--- src/rtl/vga_timing_drv.sv ---
// 800x600@72 raster timing with a two-stage coordinate/colour pipeline.
// Optional VGA_TEST_PATTERN_EN replaces vga_data with eight colour bars.
module vga_timing_drv #(
  parameter int H_SYNC   = 120,
  parameter int H_BACK   = 64,
  parameter int H_ACTIVE = 800,
  parameter int H_FRONT  = 56,
  parameter int V_SYNC   = 6,
  parameter int V_BACK   = 23,
  parameter int V_ACTIVE = 600,
  parameter int V_FRONT  = 37,
  parameter bit SYNC_POL = 1'b1
) (
  input  logic       clk,
  input  logic       rst_n,
  input  logic [7:0] vga_data,
  output logic [9:0] vga_xide,
  output logic [9:0] vga_yide,
  output logic       vga_de,
  output logic       vga_hs,
  output logic       vga_vs,
  output logic [7:0] vga_rgb,
  output logic       frame_tick
);

  localparam int H_TOTAL = H_SYNC + H_BACK + H_ACTIVE + H_FRONT;
  localparam int V_TOTAL = V_SYNC + V_BACK + V_ACTIVE + V_FRONT;

  localparam logic [10:0] H_LAST = 11'(H_TOTAL - 1);
  localparam logic [10:0] V_LAST = 11'(V_TOTAL - 1);
  localparam logic [10:0] H_SE   = 11'(H_SYNC);
  localparam logic [10:0] H_AS   = 11'(H_SYNC + H_BACK);
  localparam logic [10:0] H_AE   = 11'(H_SYNC + H_BACK + H_ACTIVE);
  localparam logic [10:0] V_SE   = 11'(V_SYNC);
  localparam logic [10:0] V_AS   = 11'(V_SYNC + V_BACK);
  localparam logic [10:0] V_AE   = 11'(V_SYNC + V_BACK + V_ACTIVE);

  logic [10:0] h_q, h_d;
  logic [10:0] v_q, v_d;

  logic        hs0, vs0, de0, tick0;
  logic [10:0] xsub, ysub;

  logic [9:0]  x1_q, x1_d;
  logic [9:0]  y1_q, y1_d;
  logic        de1_q, hs1_q, vs1_q, tick1_q;

  logic [7:0]  pix_src;
  logic [7:0]  rgb_q, rgb_d;
  logic        de2_q, hs2_q, vs2_q, tick2_q;
  logic        hs2_d, vs2_d;

  always_comb begin
    h_d = h_q + 11'd1;
    v_d = v_q;
    if (h_q == H_LAST) begin
      h_d = '0;
      v_d = (v_q == V_LAST) ? '0 : v_q + 11'd1;
    end
  end

  always_comb begin
    hs0   = (h_q < H_SE);
    vs0   = (v_q < V_SE);
    de0   = (h_q >= H_AS) && (h_q < H_AE) &&
            (v_q >= V_AS) && (v_q < V_AE);
    tick0 = (h_q == '0) && (v_q == '0);
    xsub  = h_q - H_AS;
    ysub  = v_q - V_AS;
    x1_d  = de0 ? xsub[9:0] : '0;
    y1_d  = de0 ? ysub[9:0] : '0;
  end

`ifdef VGA_TEST_PATTERN_EN
  // Bars are 100 px wide: FF FC 1F 1C E3 E0 03 00.
  function automatic logic [7:0] bar_rgb(input logic [9:0] x);
    logic [7:0] c;
    c = 8'h00;
    if (x < 10'd100)      c = 8'hFF;
    else if (x < 10'd200) c = 8'hFC;
    else if (x < 10'd300) c = 8'h1F;
    else if (x < 10'd400) c = 8'h1C;
    else if (x < 10'd500) c = 8'hE3;
    else if (x < 10'd600) c = 8'hE0;
    else if (x < 10'd700) c = 8'h03;
    return c;
  endfunction

  assign pix_src = bar_rgb(x1_q);
`else
  assign pix_src = vga_data;
`endif

  always_comb begin
    rgb_d = de1_q ? pix_src : 8'h00;
    hs2_d = hs1_q ? SYNC_POL : ~SYNC_POL;
    vs2_d = vs1_q ? SYNC_POL : ~SYNC_POL;
  end

  always_ff @(posedge clk or negedge rst_n) begin
    if (!rst_n) begin
      h_q     <= '0;
      v_q     <= '0;
      x1_q    <= '0;
      y1_q    <= '0;
      de1_q   <= 1'b0;
      hs1_q   <= 1'b0;
      vs1_q   <= 1'b0;
      tick1_q <= 1'b0;
      rgb_q   <= '0;
      de2_q   <= 1'b0;
      hs2_q   <= ~SYNC_POL;
      vs2_q   <= ~SYNC_POL;
      tick2_q <= 1'b0;
    end else begin
      h_q     <= h_d;
      v_q     <= v_d;
      x1_q    <= x1_d;
      y1_q    <= y1_d;
      de1_q   <= de0;
      hs1_q   <= hs0;
      vs1_q   <= vs0;
      tick1_q <= tick0;
      rgb_q   <= rgb_d;
      de2_q   <= de1_q;
      hs2_q   <= hs2_d;
      vs2_q   <= vs2_d;
      tick2_q <= tick1_q;
    end
  end

  assign vga_xide   = x1_q;
  assign vga_yide   = y1_q;
  assign vga_de     = de2_q;
  assign vga_hs     = hs2_q;
  assign vga_vs     = vs2_q;
  assign vga_rgb    = rgb_q;
  assign frame_tick = tick2_q;

endmodule

--- config.mk ---
export PLATFORM = sky130hd
export DESIGN_NAME = vga_timing_drv
export DESIGN_NICKNAME = d
export VERILOG_FILES = /design/src/rtl/vga_timing_drv.sv
export SDC_FILE = /design/constraint.sdc
export NUM_CORES = 1
export LEC_CHECK = 0
export ABC_CLOCK_PERIOD_IN_PS = 2900
export BUFFER_PORTS_ARGS = -buffer_cell sky130_fd_sc_hd__clkbuf_2
export CORE_UTILIZATION = 45
export DETAILED_ROUTE_END_ITERATION = 8
export PLACE_DENSITY = 0.78
export SYNTH_ARGS = -nofsm -noshare
export SYNTH_HDL_FRONTEND = slang
export SYNTH_SLANG_ARGS = --single-unit
--- constraint.sdc ---
create_clock -name clk -period 2.9 [get_ports clk]
set_clock_uncertainty 0.05 [all_clocks]
set_input_delay 0.29 -clock clk [delete_from_list [all_inputs] [get_ports clk]]
set_output_delay 0.29 -clock clk [all_outputs]
set_load 0.005 [all_outputs]
Word-level counts from Yosys, hierarchy flattened
Index checks and enable logic that the tools add are counted.
{ "totals": {"out_inout_bits": 32, "reg_bits": 58, "inputBits": 10, "wordCells": 38} }
{ "op_classes": {"n_reduce_logical": 6, "addsub": 4, "muxes": 7, "eq_ne": 2, "order_cmp": 6} }
{ "op_table": {"columns": ["cell", "n"], "rows": [
  ["adder 11 x 1 -> 11 bit (second input constant)", 2],
  ["zero test 11 bit", 2],
  ["< comparator 11 x 10 -> 1 bit (second input constant)", 2],
  ["two-way mux 11 bit", 2],
  ["two-way mux 10 bit", 2],
  ["equality test 11 x 10 -> 1 bit (second input constant)", 1],
  ["equality test 11 bit (second input constant)", 1],
  [">= comparator 11 x 5 -> 1 bit (second input constant)", 1],
  [">= comparator 11 x 8 -> 1 bit (second input constant)", 1],
  ["< comparator 11 x 3 -> 1 bit (second input constant)", 1],
  ["< comparator 11 x 7 -> 1 bit (second input constant)", 1],
  ["subtractor 10 x 5 -> 10 bit (second input constant)", 1],
  ["subtractor 10 x 8 -> 10 bit (second input constant)", 1],
  ["two-way mux 8 bit", 1],
  ["logical AND 1 bit", 4],
  ["two-way mux 1 bit", 2]
]} }

Depth between registers and ports, before layout
{ "depth": {"depth_word": 5, "ltp_mapped": 7, "depth_no_buf": 6} }

Least setup slack after synthesis
OpenSTA, ideal clock, no wires.
{ "synth_path": {"kind": "flip-flop to flip-flop", "start": "register v_q[6]", "end": "register y1_q[5] (netlist: vga_yide[5])", "slack_ns": 0.898, "setup_ns": 0.136, "t_required_ns": 2.714, "synth_period_minus_slack_ns": 2.002, "arrival_ns": 1.816, "path_stages_with_launch": 7, "cell_sequence": "dfrtp_1 -> buf_6 -> or4_4 -> or3_1 -> o2111ai_1 -> buf_4 -> nor3_1"} }
{ "synth_via": {"elab_chain_len": 4, "elab_cells_between_ends": 5, "cone_classes": "2 x order compare; 1 x mux; 2 x reduce/logical"} }
{ "synth_lines": {"columns": ["item", "line", "text"], "rows": [
  ["start, declared", "39", "logic [10:0] v_q, v_d;"],
  ["start signal, assigned", "117", "v_q <= v_d;"],
  [">= comparator 11 x 5 -> 1 bit", "66", "(v_q >= V_AS) && (v_q < V_AE);"],
  ["logical AND 1 bit", "65", "de0 = (h_q >= H_AS) && (h_q < H_AE) &&"],
  ["logical AND 1 bit (*)", "66", null],
  ["two-way mux 10 bit (*)", "71", "y1_d = de0 ? ysub[9:0] : '0;"],
  ["net y1_d[5]", "45", "logic [9:0] y1_q, y1_d;"],
  ["end signal, assigned", "119", "y1_q <= y1_d;"],
  ["end, declared", "45", null]
]} }
The timed path passes the listed nets; every way through them passes the cells marked *.
A chain may end at the register's enable or synchronous reset.

Worst setup path in the final report
{ "layout_path": {"start": "register v_q[6]", "end": "register x1_q[5] (netlist: vga_xide[5])"} }
{ "layout_via": {"elab_chain_len": 4, "elab_cells_between_ends": 5, "cone_classes": "2 x order compare; 1 x mux; 2 x reduce/logical"} }
{ "layout_lines": {"columns": ["item", "line", "text"], "rows": [
  [">= comparator 11 x 5 -> 1 bit", "66", null],
  ["logical AND 1 bit", "65", null],
  ["logical AND 1 bit (*)", "66", null],
  ["two-way mux 10 bit (*)", "70", "x1_d = de0 ? xsub[9:0] : '0;"],
  ["net x1_d[5]", "44", "logic [9:0] x1_q, x1_d;"],
  ["end signal, assigned", "104", "x1_q <= '0;"],
  ["end signal, assigned", "118", "x1_q <= x1_d;"],
  ["end, declared", "44", null]
]} }
Marks and branches as above.

==> results by stage <==
Floorplanning:
- The die boundary width is 78.2 um.
- The die area is 0.00612 sq mm.
- The initial core utilization is 47.2%.
- During I/O placement, the number of pins put on the boundary was 42.
- The region available for standard cell placement spans 0.00554 sq mm.
- The floorplan has 27 rows.
- In this run the vertical extent of the chip is 78.2 um.

Finish:
- The finished cells cover 0.00307 sq mm.
- The fraction of final layout cells sized beyond drive strength 1 is 22.0%.
- Leaving out fill and tap cells, the most frequent cell in the layout is sky130_fd_sc_hd__dfrtp_1.
- The antenna diode instance count is 0.
- The count of filler cells inserted in the layout is 471.
- Compared with the post-synthesis result, the final layout area differs by 17.5%.
- The library cells used most frequently in the layout, excluding fill and tap cells, are sky130_fd_sc_hd__dfrtp_1, sky130_fd_sc_hd__clkbuf_2, sky130_fd_sc_hd__nor3_1.
- The number of nets in the layout is 303.
- Summing all flip-flop and latch instances after layout gives 0.00145 sq mm.
- The area of the multi-input gates is 0.00106 sq mm.

Global routing:
- The initial antenna violation count is 0.
- The total overflow left after global routing is 0.
- Entering global routing, the biggest net connects 59 pins.
- The via count of the first global-routing pass is 1953.
- The first global-routing pass estimated 9320 um of wire.
- The overall global routing resource usage is 20.2%.

Clock network:
- The TritonCTS clock tree is yes.
- The root buffer selected by CTS is sky130_fd_sc_hd__clkbuf_8.
- The number of buffers inserted by hold repair at cts is 0.
- Clock tree synthesis inserted a total of 9 buffers.
- The number of levels in the clock H-tree is 3.
- After clock tree synthesis, the clock-pin slew on the worst setup and hold paths is 70 ps.
- In this run, post-CTS repair resized a total of 0 instances.
- No sink is reached through more buffers than the 2 on the longest clock path.
- The number of setup buffers added after CTS is 0.
- The clock sink count is 58.
- Clock latency on the worst-skew pair, taken at its later pin, is 340 ps.

Critical path:
- Data on the critical path arrives at its endpoint at 2330 ps.
- The worst setup path is launched from a flip-flop.
- The critical-path cell with the highest stage delay is sky130_fd_sc_hd__or4_4.
- Counting both buffers and inverters, the worst setup path holds a total of 1.
- The data required time at the worst endpoint is 3060 ps.
- The capturing point of the worst reg2reg path is vga_xide[5].
- For flop-to-flop paths, the worst setup slack is 730 ps.
- The kind of end point of the critical path is a flip-flop.
- Traced cell by cell, the critical path runs through or4_4 > or3_1 > o2111ai_1 > buf_4 > nor4b_1.
- The largest single stage delay on the critical path is 580 ps.
- Along the worst path, the maximum fanout reaches 20.
- The critical path in this run is classified as flip-flop to flip-flop.
- The category of cells accounting for the largest share of critical-path delay is simple AND/OR/NAND/NOR gates.
- In this run the critical register-to-register path is launched from v_q[6].
- The worst reg-to-reg path cell count is 5.

Synth:
- The async set-or-reset flop fraction in the synthesized netlist is 100%.
- When the netlist entered floorplanning its net count stood at 265.
- The mapped netlist covers 0.00261 sq mm.
- The number of different library cells used by synthesis comes to 38.
- The flip-flop cell with the highest count after synthesis is sky130_fd_sc_hd__dfrtp_1.
- The average instance in the mapped netlist occupies 10.5 sq um.
- The number of cells produced by synthesis is 248.
- Synthesis inferred 58 register bits.
- The number of enable-type register cells in the synthesized netlist is 0.
- Yosys printed 0 warnings.
- The sequential cell area fraction in the yosys report is 55.5%.

STA:
- For the final routed database, the setup TNS stands at 0 ps.
- Setup repair after global routing left no endpoint under its margin.
- The final number of hold-violating endpoints was 0.
- After layout, the worst path uses 74.9% of the clock period.
- Headroom to the max-slew limit came out at 53.9%.
- The final critical-path required period is 2170 ps.
- The final number of max-transition violations came to 0.
- The actual transition at the worst max-transition pin is 692 ps.
- The number of setup violations in the final report is 0.
- Timing would allow up to 461 MHz.

Placed design:
- The final HPWL from detailed placement is 3580 um.
- The final weighted congestion of routability-driven global placement is 0.835.
- The standard cell area after detailed placement is 0.00285 sq mm.
- In this run the tool buffered the top-level ports with 41 buffer cells.

Detailed routing:
- Dividing the detail-routed via count by the number of cells gives 5.41.
- The wire length per cell is 14.6 um.
- The number of nets still failing antenna checks after routing is 0.
- After detailed routing, the number of remaining DRC violations is 0.
- The total length of routed wires is 5310 um.
- The first detailed-routing pass ran for 4 iterations.
- The routed layout has 1965 vias.
- For this block, the initial DRC count from the detailed router was 134.

Power:
- The leakage power is 1.52 nW.
- The completed layout was analyzed and its total power is 0.00165 W.
- The maximum ir drop on the vdd rail is 247 uV.
- The total power density per cell area is 536 mW/mm^2.

Hold path:
- The worst hold-check path type is input pin to async pin.

Run status:
- The flow ran to the end, and the final reports show no timing, DRC or antenna violations.

Job:
- The number of max-capacitance violations reported is 0.
==> worst max-delay path by stage <==
stage / cells past startpoint / to / start
floorplan: 6 / vga_yide[5] / v_q[6]
CTS: 5 / vga_xide[3] / v_q[6]
finish: 5 / vga_xide[5] / v_q[6]
global route: 5 / vga_xide[5] / v_q[6]
detailed placement: 5 / vga_xide[3] / v_q[6]
global placement: 5 / vga_yide[0] / v_q[6]
==> metal layers <==
layer  share of wire (%)  GRT usage [%]  vias to the layer above
met1                  43           25.7                      932
met5                   0              0                        -
li1                    -              -                      931
met4                 3.0           11.9                        0
met2                  47           32.0                       87
met3                 6.7           3.72                       15
==> power breakdown <==
part	switching [W]	internal (W)
Combinational	0.0000160	0.00000509
Sequential	0	0.000809
Clock	0.000312	0.000504
==> sequential cells by signal, indices dropped and copies added (netlist names) <==
name	flops
vs1_q	1
vga_rgb	8
de1_q	1
vga_xide	10
vga_hs	1
vga_yide	10
vga_de	1
frame_tick	1
hs1_q	1
vga_vs	1
h_q	11
v_q	11
tick1_q	1
==> metrics by stage <==
step | instances | utilization (%) | hold slack, ps | setup slack (ps)
after floorplan | 248 | - | -55.6 | 898
after global placement | 347 | 51.5 | 285 | 821
after detailed placement | 347 | 51.5 | 286 | 751
after CTS | 363 | 55.4 | 61.8 | 739
after global routing | 363 | 55.4 | 110 | 631
final | 363 | 55.4 | 37.1 | 729
==> final cells by class <==
type	count	share of cell area (%)
flip-flops and latches	58	47.3
multi-input cells	166	34.4
repair buffers	44	7.41
clock buffers	11	4.60
well taps	72	2.93
clock inverters	5	2.53
inverters	7	0.855
==> cells in the mapped netlist, types with 2 or more instances <==
cell type                   number  area (sq um)
sky130_fd_sc_hd__nor2_1         22          82.6
sky130_fd_sc_hd__and3_1          6          37.5
sky130_fd_sc_hd__o2111ai_1       2          17.5
sky130_fd_sc_hd__xor2_1         11          96.3
sky130_fd_sc_hd__nand3_1        13          65.1
sky130_fd_sc_hd__and2_1         10          62.6
sky130_fd_sc_hd__dfrtp_1        58          1450
sky130_fd_sc_hd__a31oi_1         2          12.5
sky130_fd_sc_hd__ha_1            7          87.6
sky130_fd_sc_hd__nor3_2          2          20.0
sky130_fd_sc_hd__o211ai_1        2          15.0
sky130_fd_sc_hd__xnor2_1        11          96.3
sky130_fd_sc_hd__buf_4           2          15.0
sky130_fd_sc_hd__or3_1           4          25.0
sky130_fd_sc_hd__a21oi_1         3          15.0
sky130_fd_sc_hd__inv_1           7          26.3
sky130_fd_sc_hd__and4_1          2          17.5
sky130_fd_sc_hd__nand2_1        13          48.8
sky130_fd_sc_hd__o21ai_0         4          20.0
sky130_fd_sc_hd__o21ai_1         3          15.0
sky130_fd_sc_hd__nor3_1         24           120
sky130_fd_sc_hd__clkbuf_1       14          52.6
sky130_fd_sc_hd__nor4b_1         4          35.0
sky130_fd_sc_hd__mux2_2          2          22.5
sky130_fd_sc_hd__nand4_1         6          37.5
sky130_fd_sc_hd__a21o_1          2          15.0
==> logic make-up after synthesis <==
family | synth area share [%]
fa+ha+maj | 3.35
simple gates | 22.4
mux | 0.862
compound gates | 6.46
xor+xnor | 7.37
flops | 55.5
buf+inv | 4.02
(Power assumes the default switching activity.)
